## src/rtl/nib_pair_pkg.sv

```systemverilog
// Shared types for the nibble-pair arbiter: nibble, packed pair, FSM state.
package nib_pair_pkg;

  typedef logic [3:0] nibble_t;

  // First-declared member lands in the MSBs: lo -> [7:4], hi -> [3:0].
  typedef struct packed {
    nibble_t lo;
    nibble_t hi;
  } pair_t;

  typedef enum logic [1:0] {IDLE, LO, HI, OUT} state_t;

endpackage

```

## src/rtl/nib_rr_pick.sv

```systemverilog
// Combinational round-robin picker: first set request strictly after ptr,
// wrapping around, so ptr itself has the lowest priority.
module nib_rr_pick #(
  parameter int NUM_REQ = 2,
  localparam int IW = $clog2(NUM_REQ)
) (
  input  logic [NUM_REQ-1:0] req,
  input  logic [IW-1:0]      ptr,
  output logic [IW-1:0]      grant,
  output logic               any
);

  logic found;

  // Two passes: indices above ptr first, then the wrapped range 0..ptr.
  always_comb begin
    grant = '0;
    found = 1'b0;
    any   = |req;
    for (int j = 0; j < NUM_REQ; j++) begin
      if (!found && req[j] && (IW'(j) > ptr)) begin
        found = 1'b1;
        grant = IW'(j);
      end
    end
    for (int j = 0; j < NUM_REQ; j++) begin
      if (!found && req[j] && (IW'(j) <= ptr)) begin
        found = 1'b1;
        grant = IW'(j);
      end
    end
  end

endmodule

```

## src/rtl/nib_pair_arbiter.sv

```systemverilog
// Round-robin arbiter that gathers two nibbles from one requester into a
// packed byte, hands it to a single consumer, and aborts stalled pairs.
module nib_pair_arbiter
  import nib_pair_pkg::*;
#(
  parameter int NUM_REQ = 2,
  parameter int TIMEOUT = 4
) (
  input  logic                       clk,
  input  logic                       rst,
  input  logic [NUM_REQ-1:0]         req_valid,
  input  logic [NUM_REQ*4-1:0]       req_nib,
  output logic [NUM_REQ-1:0]         req_ready,
  output logic                       out_valid,
  output logic [7:0]                 out_byte,
  output logic [$clog2(NUM_REQ)-1:0] out_src,
  input  logic                       out_ready,
  output logic                       abort,
  output logic [$clog2(NUM_REQ)-1:0] abort_src
);

  localparam int IW = $clog2(NUM_REQ);

  state_t        state, nstate;
  logic [IW-1:0] grant, ptr, pick_gnt;
  logic          pick_any;
  pair_t         pair;
  logic [7:0]    cnt;
  logic          gvld, tmo;
  nibble_t       nib;

  nib_rr_pick #(.NUM_REQ(NUM_REQ)) u_pick (
    .req   (req_valid),
    .ptr   (ptr),
    .grant (pick_gnt),
    .any   (pick_any)
  );

  assign gvld = req_valid[grant];
  assign nib  = req_nib[{grant, 2'b00} +: 4];

  // Next-state, ready and abort decode; valid beats the timeout in HI.
  always_comb begin
    nstate    = state;
    req_ready = '0;
    tmo       = 1'b0;
    case (state)
      IDLE: if (pick_any) nstate = LO;
      LO: begin
        req_ready[grant] = 1'b1;
        if (gvld) nstate = HI;
      end
      HI: begin
        req_ready[grant] = 1'b1;
        if (gvld) nstate = OUT;
        else if (cnt == 8'(TIMEOUT - 1)) begin
          tmo    = 1'b1;
          nstate = IDLE;
        end
      end
      OUT: if (out_ready) nstate = IDLE;
      default: nstate = IDLE;
    endcase
  end

  // State, grant, pointer, captured pair and stall counter.
  always_ff @(posedge clk) begin
    if (rst) begin
      state <= IDLE;
      grant <= '0;
      ptr   <= IW'(NUM_REQ - 1);
      pair  <= '0;
      cnt   <= '0;
    end else begin
      state <= nstate;
      case (state)
        IDLE: if (pick_any) grant <= pick_gnt;
        LO: if (gvld) begin
          pair.lo <= nib;
          cnt     <= '0;
        end
        HI: begin
          if (gvld) pair.hi <= nib;
          else if (tmo) begin
            ptr  <= grant;
            pair <= '0;
            cnt  <= '0;
          end else cnt <= cnt + 8'd1;
        end
        OUT: if (out_ready) ptr <= grant;
        default: ;
      endcase
    end
  end

  assign out_valid = (state == OUT);
  assign out_byte  = out_valid ? pair : 8'h00;
  assign out_src   = out_valid ? grant : '0;
  assign abort     = tmo;
  assign abort_src = tmo ? grant : '0;

endmodule
```

## config.mk

```make
export PLATFORM = sky130hd
export DESIGN_NAME = nib_pair_arbiter
export DESIGN_NICKNAME = d
export VERILOG_FILES = /design/src/rtl/nib_pair_pkg.sv /design/src/rtl/nib_rr_pick.sv /design/src/rtl/nib_pair_arbiter.sv
export SDC_FILE = /design/constraint.sdc
export NUM_CORES = 1
export LEC_CHECK = 0
export BUFFER_PORTS_ARGS = -buffer_cell sky130_fd_sc_hd__buf_2
export CORE_MARGIN = 4
export CORE_UTILIZATION = 44
export CTS_CLUSTER_DIAMETER = 60
export CTS_CLUSTER_SIZE = 20
export DETAILED_ROUTE_END_ITERATION = 6
export PLACE_DENSITY_LB_ADDON = 0.05
export SLEW_MARGIN = 10
export SYNTH_ARGS = -nofsm -noshare
export SYNTH_HDL_FRONTEND = slang
export SYNTH_SLANG_ARGS = --single-unit
```

## constraint.sdc

```tcl
create_clock -name clk -period 5.4 [get_ports clk]
set_input_delay 0.27 -clock clk [delete_from_list [all_inputs] [get_ports clk]]
set_output_delay 0.27 -clock clk [all_outputs]
set_load 0.01 [all_outputs]
```

==> reports/qor.csv <==
stage,metric,value,unit
run_status,status,finished clean,
placed_design,hpwl dp,1980,microns
sta,worst hold slack,0.276,ns
floorplanning,core area,2500,sq um
yosys,Syn Nets,152,
clock_network,post_cts resized,0,
floorplanning,I/O Pins,27,
final_layout,ant diodes,0,
sta,worst slew pin tran,0.783,ns
floorplanning,die width,59.3,microns
global_route,largest net degree at the start of global routing,14,
final_layout,# nets final,179,
yosys,number of flops mapped to enable cells by yosys,0,
placed_design,dpl cell area,1300,sq um
worst_setup_path,family with the most delay on the worst path,simple AND/OR/NAND/NOR gates,
yosys,Yosys top cell by area,dfxtp_1,
worst_setup_path,CP endpoint kind,primary output,
floorplanning,Starting Density,46.2,%
clock_network,CTS Buffer Depth,2,
power,Sw Ratio,37.1,%
power,Pwr Total,0.562,mW
run,max_cap viols,0,
yosys,"Primary FF master, synth",dfxtp_1,
yosys,Post-Synthesis Cells,133,
sta,final worst slack,2.96,ns
final_layout,most frequent cells in the layout,"buf_2, dfxtp_1, a21oi_1, and2_1, nand2_1",
worst_setup_path,reg2reg path depth,4,
worst_setup_path,Slowest cell on crit path,or4b_4,
clock_network,hold_buf cts,0,
final_layout,"most common cell after layout, fill and taps aside",buf_2,
hold_path,worst hold path stage count,2,
yosys,largest cells by area after synthesis,"dfxtp_1, a21oi_1, ha_1, and2_1, mux2_2",
final_layout,area grow syn2layout,17.3,%
clock_network,"Reg clk slew, reported paths",0.12,ns
clock_network,TritonCTS clock tree,yes,
sta,setup_tns,0,ns
hold_path,worst min-delay path class,input pin to register,
floorplanning,row count,18,
placed_design,RD Place Congestion,0.781,
clock_network,CTS root buf,clkbuf_4,
clock_network,Num CTS Buffers,3,
yosys,Yosys cell types,38,
sta,Clock Skews,0.00210,ns
route,DRC,0,
power,Seq pwr share,36.1,%
power,Int Pwr,0.354,mW
global_route,first-pass GRT wire length,4140,microns
global_route,gr ovfl total,0,
worst_setup_path,Worst path depth,5,
route,Via Count,1028,
sta,minimum clock period,2.44,ns
worst_setup_path,Startpoint Class,register,
clock_network,post-CTS setup buffer count,0,
yosys,Post-Syn Area,1160,sq um
clock_network,worst skew pair latency,0.30,ns
power,Clk pwr share,21.7,%
global_route,Overall Global Routing Usage,15.6,%
route,routed wire length,2550,microns
sta,Max-slew headroom,46.3,%
floorplanning,die area,3510,sq um
final_layout,Post-Layout Cell Count,189,
sta,Final Max Slew Viols,0,
placed_design,buffers added on ports,26,
route,DR vias/cell,5.44,
yosys,Seq cells post-synth,20,
route,routed len/inst,13.5,microns
power,sw power,0.209,mW
final_layout,layout cells sized above 1,28.9,%
yosys,Mean Syn Cell Area,8.69,sq um
power,Comb pwr share,42.1,%
yosys,sequential area share after synthesis,34.6,%
worst_setup_path,arrival time worst endpoint,2.17,ns
worst_setup_path,WP buf/inv,1,
final_layout,fin util,54.3,%
power,Leakage,0.575,nW
placed_design,dpl ws,3.23,ns
power,Max VDD drop,0.258,mV
route,antenna-violating nets left,0,
worst_setup_path,CP Data Required Time,5.13,ns
route,1st-iter DRT viols,38,
route,drt pass-1 iters,6,
worst_setup_path,worst-path cell chain,ha_1 > or4b_4 > nor4_1 > and2_1 > buf_2,
global_route,vias in the first global route,917,
sta,Fmax,0.409,GHz
worst_setup_path,Critical Path Max Stage Delay,0.52,ns
yosys,ys async rst share,0,%
final_layout,"Design Area, Final",1360,sq um
worst_setup_path,kind of critical path,register to primary output,
global_route,antenna violations before repair,0,
yosys,Synth top area share,34.6,%
yosys,YS warnings,0,
sta,# setup viols final,0,
worst_setup_path,Critical Path Fanout Max,4,
sta,final period utilization,45.2,%
final_layout,fill cell count,259,
placed_design,cell count after placement,185,
power,total power divided by cell area,415,nW/um^2
floorplanning,Die H,59.3,microns
clock_network,clock sinks,20,
clock_network,htree depth,1,
sta,RSZ-0062 raised after global routing,false,
sta,Final Hold Vio Count,0,
==> synthesized netlist by cell type (all sizes together) (2+ instances only) <==
cell / count
dfxtp: 20
inv: 6
clkbuf: 2
and2: 11
nor3: 2
mux2i: 2
nand3: 3
or3: 6
ha: 6
a21oi: 15
nand2: 11
o31ai: 2
nor2: 6
a22o: 4
buf: 2
mux2: 6
nor2b: 3
o21ai: 9
==> power by group through the flow <==
stage               combinational, mW  sequential [mW]  clock, mW
finish                          0.237            0.203      0.122
global route                    0.270            0.208      0.133
CTS                             0.238            0.204      0.129
detailed placement              0.236            0.207          0
global placement                0.232            0.205          0
floorplan                       0.191            0.197          0
==> state kept, by name, indices dropped and copies added (netlist names) <==
| register | count |
|---|---|
| cnt | 8 |
| pair | 8 |
| state | 2 |
| grant | 1 |
| ptr | 1 |
==> final timing paths <==
check	start	endpoint	slack, ns
worst max-delay path	cnt[0]	abort_src	2.96
worst min-delay path	rst	grant	0.28
worst max register to register	grant	cnt[3]	3.22
worst min register to register	pair[3]	pair[3]	0.48
==> layout make-up <==
class	count	area [sq um]	area share (%)
Clock buffer	3	22.5	1.66
Timing Repair Buffer	26	130	9.59
Clock inverter	1	30.0	2.21
Multi-Input combinational cell	103	713	52.6
Inverter	6	22.5	1.66
Tap cell	30	37.5	2.77
Sequential cell	20	400	29.5
==> cells by family after synthesis <==
group	synth area share [%]
xor+xnor	0.758
mux	7.90
flops	34.6
fa+ha+maj	6.49
compound gates	22.3
simple gates	24.2
buf+inv	3.68
==> routing by layer <==
layer	vias up	part of all wire [%]	wire, microns	GRT usage [%]
li1	532	-	-	-
met1	470	47	1190	20.1
met2	22	48	1220	25.7
met3	4	4.0	102	2.18
met4	0	1.1	29	6.80
met5	-	0	0	0
Note: power is estimated with default switching activity, not from simulation.
